===== config.mk =====
export PLATFORM = sky130hd
export DESIGN_NAME = jtag_tap_top
export DESIGN_NICKNAME = d
export VERILOG_FILES = /design/src/rtl/jtag_tap_top.sv
export SDC_FILE = /design/constraint.sdc
export NUM_CORES = 1
export LEC_CHECK = 0
export CORE_MARGIN = 1.5
export CORE_UTILIZATION = 40
export DETAILED_ROUTE_END_ITERATION = 10
export PLACE_DENSITY_LB_ADDON = 0.2
export SKIP_LAST_GASP = 1
export SYNTH_ARGS = -nofsm -noshare
export SYNTH_HDL_FRONTEND = slang
export SYNTH_SLANG_ARGS = --single-unit
export TNS_END_PERCENT = 30

===== constraint.sdc =====
create_clock -name clk -period 4.9 [get_ports clk]
set_input_delay 1.225 -clock clk [delete_from_list [all_inputs] [get_ports clk]]
set_output_delay 1.225 -clock clk [all_outputs]
set_load 0.005 [all_outputs]

===== src/rtl/jtag_tap_top.sv =====
`default_nettype none
// ============================================================================
// Module   : jtag_tap_top
// Purpose  : IEEE 1149.1 TAP controller with IDCODE, BYPASS and an optional
//            32-bit USER data register. TCK/TMS/TDI are oversampled into the
//            clk domain; TCK edges are detected, so the block is single-clock.
// Ports    : clk        - system clock, rising edge
//            rst        - asynchronous reset, active-high
//            test_mode  - 1 holds the TAP in Test-Logic-Reset, TDO forced 0
//            tap_tck    - JTAG TCK, asynchronous to clk
//            tap_tms    - JTAG TMS
//            tap_tdi    - JTAG TDI
//            tap_tdo    - JTAG TDO, always driven
//            user_reg   - USER register contents
// Config   : JTAG_USER_REG_EN - when defined, the USER register (IR 5'h10)
//            exists; otherwise 5'h10 decodes as BYPASS and user_reg is 0.
// Revision : 1.0 - initial release
// ============================================================================
module jtag_tap_top #(
  parameter logic [31:0] IDCODE_VAL  = 32'h1000_0001,
  parameter int          IR_WIDTH    = 5,
  parameter int          SYNC_STAGES = 2
) (
  input  logic        clk,
  input  logic        rst,
  input  logic        test_mode,
  input  logic        tap_tck,
  input  logic        tap_tms,
  input  logic        tap_tdi,
  output logic        tap_tdo,
  output logic [31:0] user_reg
);

  localparam logic [IR_WIDTH-1:0] IR_IDCODE  = IR_WIDTH'(5'h01);
  localparam logic [IR_WIDTH-1:0] IR_USER    = IR_WIDTH'(5'h10);
  localparam logic [IR_WIDTH-1:0] IR_CAPTURE = IR_WIDTH'(5'h01);

  typedef enum logic [3:0] {
    TLR, RTI,
    SEL_DR, CAP_DR, SH_DR, EX1_DR, PAU_DR, EX2_DR, UPD_DR,
    SEL_IR, CAP_IR, SH_IR, EX1_IR, PAU_IR, EX2_IR, UPD_IR
  } tap_state_t;

  tap_state_t state;
  tap_state_t next_state;

  logic [SYNC_STAGES-1:0] tck_sync;
  logic [SYNC_STAGES-1:0] tms_sync;
  logic [SYNC_STAGES-1:0] tdi_sync;
  logic                   tck_prev;

  logic [IR_WIDTH-1:0] ir;
  logic [IR_WIDTH-1:0] ir_shift;
  logic [31:0]         dr_shift;   // shared by IDCODE and USER
  logic                bypass;
  logic [31:0]         user_cur;

  // TMS/TDI are read from the same stage as TCK so all three stay aligned.
  logic tck_s, tms_s, tdi_s;
  logic tck_rise, tck_fall;
  assign tck_s    = tck_sync[SYNC_STAGES-1];
  assign tms_s    = tms_sync[SYNC_STAGES-1];
  assign tdi_s    = tdi_sync[SYNC_STAGES-1];
  assign tck_rise = tck_s & ~tck_prev;
  assign tck_fall = ~tck_s & tck_prev;

`ifdef JTAG_USER_REG_EN
  localparam bit USER_EN = 1'b1;
  logic [31:0] user_q;
  assign user_cur = user_q;
`else
  localparam bit USER_EN = 1'b0;
  assign user_cur = 32'h0;
`endif

  assign user_reg = user_cur;

  logic sel_idcode, sel_user;
  always_comb begin
    sel_idcode = (ir == IR_IDCODE);
    sel_user   = USER_EN && (ir == IR_USER);
  end

  always_comb begin
    next_state = state;
    case (state)
      TLR:    next_state = tms_s ? TLR    : RTI;
      RTI:    next_state = tms_s ? SEL_DR : RTI;
      SEL_DR: next_state = tms_s ? SEL_IR : CAP_DR;
      CAP_DR: next_state = tms_s ? EX1_DR : SH_DR;
      SH_DR:  next_state = tms_s ? EX1_DR : SH_DR;
      EX1_DR: next_state = tms_s ? UPD_DR : PAU_DR;
      PAU_DR: next_state = tms_s ? EX2_DR : PAU_DR;
      EX2_DR: next_state = tms_s ? UPD_DR : SH_DR;
      UPD_DR: next_state = tms_s ? SEL_DR : RTI;
      SEL_IR: next_state = tms_s ? TLR    : CAP_IR;
      CAP_IR: next_state = tms_s ? EX1_IR : SH_IR;
      SH_IR:  next_state = tms_s ? EX1_IR : SH_IR;
      EX1_IR: next_state = tms_s ? UPD_IR : PAU_IR;
      PAU_IR: next_state = tms_s ? EX2_IR : PAU_IR;
      EX2_IR: next_state = tms_s ? UPD_IR : SH_IR;
      UPD_IR: next_state = tms_s ? SEL_DR : RTI;
      default: next_state = TLR;
    endcase
  end

  always_ff @(posedge clk or posedge rst) begin
    if (rst) begin
      tck_sync <= '0;
      tms_sync <= '0;
      tdi_sync <= '0;
      tck_prev <= 1'b0;
      state    <= TLR;
      ir       <= IR_IDCODE;
      ir_shift <= '0;
      dr_shift <= '0;
      bypass   <= 1'b0;
      tap_tdo  <= 1'b0;
`ifdef JTAG_USER_REG_EN
      user_q   <= 32'h0;
`endif
    end else begin
      tck_sync[0] <= tap_tck;
      tms_sync[0] <= tap_tms;
      tdi_sync[0] <= tap_tdi;
      for (int i = 1; i < SYNC_STAGES; i++) begin
        tck_sync[i] <= tck_sync[i-1];
        tms_sync[i] <= tms_sync[i-1];
        tdi_sync[i] <= tdi_sync[i-1];
      end
      // Edge history keeps running in test_mode so release cannot fake an edge.
      tck_prev <= tck_s;

      if (test_mode) begin
        state   <= TLR;
        ir      <= IR_IDCODE;
        tap_tdo <= 1'b0;
      end else begin
        if (state == TLR)
          ir <= IR_IDCODE;

        // Capture and shift act on the rise that leaves the current state.
        if (tck_rise) begin
          state <= next_state;
          case (state)
            CAP_IR: ir_shift <= IR_CAPTURE;
            SH_IR:  ir_shift <= {tdi_s, ir_shift[IR_WIDTH-1:1]};
            CAP_DR: begin
              bypass <= 1'b0;
              if (sel_idcode)    dr_shift <= IDCODE_VAL;
              else if (sel_user) dr_shift <= user_cur;
            end
            SH_DR: begin
              if (sel_idcode || sel_user) dr_shift <= {tdi_s, dr_shift[31:1]};
              else                        bypass   <= tdi_s;
            end
            default: ;
          endcase
        end

        // TDO and the update stages act on the falling edge, as on a real TAP.
        if (tck_fall) begin
          case (state)
            SH_IR:   tap_tdo <= ir_shift[0];
            SH_DR:   tap_tdo <= (sel_idcode || sel_user) ? dr_shift[0] : bypass;
            default: tap_tdo <= 1'b0;
          endcase
          if (state == UPD_IR)
            ir <= ir_shift;
`ifdef JTAG_USER_REG_EN
          if (state == UPD_DR && sel_user)
            user_q <= dr_shift;
`endif
        end
      end
    end
  end

endmodule
`default_nettype wire


==> flow_summary.yaml <==
synthesis:
  avgSynthCellArea_um2: 9.75
  dominantRegCellSynth: "dfrtp_1"
  yosysMostFrequentCell: "dfrtp_1"
  synth.distinct_cells: 44
  synth_top_area_share_pct: 47.3
  async_reset_ff_share_pct: 100
  synthesis.area_um2: 2860
  synth_edf_count: 0
  ys_ff_latch: 55
  synthCells: 293
  yosysTopAreaCell: "dfrtp_1"
  yosys-top-cells-count: "dfrtp_1, nand2_1, inv_1"
  yosys_warnings: 0
  netlist_top_cells_area: "dfrtp_1, mux2i_1, buf_4, nand2_1, inv_1"
  ys_seq_area_share_pct: 48.2
route:
  wl_per_cell_um: 11.1
  num_vias: 1798
  drc: 0
  drtIter0Drc: 117
  finalWirelength_um: 4350
  drtPass1Iterations: 5
  ant_nets: 0
  vias_per_cell: 4.61
placed_design:
  place_congestion: 0.740
  dp_hpwl_um: 2870
  placed_cell_area_um2: 2860
  numPortBuffers: 6
clocking:
  cts_tree: "done"
  clock-sinks: 55
  post_cts_resized: 0
  root_buffer: "clkbuf_8"
  path_clk_slew_ps: 90
  cts_buffers: 5
  hold_buffers: 0
  clk_path_buf_depth: 2
  clk_latency_ps: 310
  htree_levels: 2
  post_cts_buffers: 0
grt:
  grt_max_degree: 41
  grt_pass1_wl_um: 7980
  antenna_found_initial: 0
  grt_util_all_layers_pct: 13.3
  overflow: 0
  grt_pass1_vias: 1729
floorplanning:
  num_rows: 30
  start_util_pct: 41.8
  fp.coreArea_um2: 6830
  die_x_um: 87.5
  die_h_um: 87.5
  io_pins: 39
  die-area_um2: 7660
sta:
  finalCriticalPeriod_ps: 2890
  fin_crit_sh_pct: 59.0
  fmax_ghz: 0.346
  maxSlewHeadroom_pct: 48.0
  hold_violations: 0
  worst_slew_pin_slew_ps: 774
  setup_tns_ps: 0
  fin_skew_ps: 9.88
  setup_viol: 0
  final-max-slew-violation-count: 0
  rsz0062_at_grt: "false"
power:
  cellPowerDensity_nw_per_um2: 273
  peakVddDrop_mv: 0.132
  leakage_nw: 1.60
critical_path:
  cp.arrival_ps: 3070
  worstSetupPathType: "in -> reg"
  cpMaxStageDelayCell: "clkdlybuf4s50_1"
  crit_chain: "clkdlybuf4s50_1 > buf_4 > nor2_1 > nand4b_4 > buf_4 > mux2i_1"
  endpoint_kind: "flop"
  critPathLaunch: "test_mode"
  cp_max_fo: 17
  critPathRequiredTime_ps: 5080
  cpPeakStageDelay_ps: 400
  rr_startpoint: "state[0]$_DFFE_PP0P_"
  critical_path.top_delay_family: "buffers and inverters"
  critPathBufInv: 3
  start_kind: "input port"
  cpMostUsedCell: "buf_4"
outcome:
  status: "complete, no violations"
finish:
  n_antenna_cell: 0
  num-fill-cells: 683
  fin_area_um2: 2950
  final-seq-area_um2: 1380
  final_net_count: 299
  synthToLayoutAreaGrowth_pct: 3.33
  multiInputGateArea_um2: 1140
  drive_gt1_share_pct: 6.80
run:
  drv_cap: 0
hold_path:
  hold_class: "reg -> reg"
  hold_path_startpoint: "tdi_sync[0]$_DFF_PP0_"
per-stage QoR:
stage                     total power [mW]  hold slack, ps  worst slack [ps]  util (%)  cells
final                                0.805             355              2010      43.2    390
after global routing                 0.853             368              1820      43.2    390
after CTS                            0.817             358              2000      43.2    390
after detailed placement             0.553             335              1670      41.8    382
after global placement               0.551             333              1730      41.8    382
after floorplan                      0.554             331              2330         -    324
metal layers:
| layer | vias to the layer above | routed length (µm) | global-route usage (%) |
|---|---|---|---|
| met4 | 0 | 72 | 4.76 |
| met2 | 44 | 1900 | 21.0 |
| met1 | 855 | 2220 | 18.2 |
| li1 | 893 | - | - |
| met5 | - | 0 | 0 |
| met3 | 6 | 153 | 2.56 |
power breakdown:
group	internal, mW	total [mW]	switching (mW)
registers	0.474	0.490	0.0160
logic	0.0201	0.0527	0.0326
clock network	0.116	0.262	0.146
total	0.611	0.805	0.194
placed cells by master, fill, tap and decap left out, drive strengths merged, types with 7 or more instances in the layout:
cell / instances
a21oi: 7
dfrtp: 54
nand3: 11
conb: 32
nand2: 44
o21ai: 8
inv: 35
mux2i: 29
nor2: 8
clkbuf: 7
cell type report:
| class | count | share of cell area [%] |
|---|---|---|
| Clock inverter | 1 | 0.297 |
| Clock buffer | 7 | 2.92 |
| Sequential cell | 55 | 46.7 |
| Multi-Input combinational cell | 186 | 38.5 |
| Tap cell | 96 | 4.07 |
| Timing Repair Buffer | 10 | 3.05 |
| Inverter | 35 | 4.45 |
worst paths after layout:
kind	endpoint	slack, ps	cells past startpoint
setup / recovery	dr_shift[11]$_DFFE_PP0P_	2010	6
hold / removal	tdi_sync[1]$_DFF_PP0_	350	0
setup reg to reg	dr_shift[11]$_DFFE_PP0P_	2750	5
hold reg to reg	tdi_sync[1]$_DFF_PP0_	350	0
max in group asynchronous	ir[0]$_DFF_PP1_	2910	3
min in group asynchronous	tms_sync[0]$_DFF_PP0_	1180	2
registers in the layout, summed over array words and instances (netlist names):
register	count
dr_shift	32
ir	5
ir_shift	5
state	4
tck_sync	2
tdi_sync	2
tms_sync	2
bypass	1
tap_tdo	1
tck_prev	1
cells by family (layout without fill, tap and decap cells):
| family | Yosys count | in the layout | synth area share [%] |
|---|---|---|---|
| and+or+nand+nor | 87 | 87 | 16.3 |
| buffers and inverters | 83 | 53 | 16.0 |
| DFF | 55 | 55 | 48.2 |
| AOI/OAI and AO/OA | 34 | 34 | 7.71 |
| muxes | 32 | 32 | 11.3 |
| other | 1 | 32 | 0.131 |
| xor gates and xnor gates | 1 | 1 | 0.307 |
worst reg2reg max path, cell delays in order (launching register included):
cell	delay, ps
dfrtp_1	780
nand2_1	110
o22ai_1	260
nand4b_4	360
buf_4	370
mux2i_1	160
No activity file was read; power rests on OpenSTA's default activity.
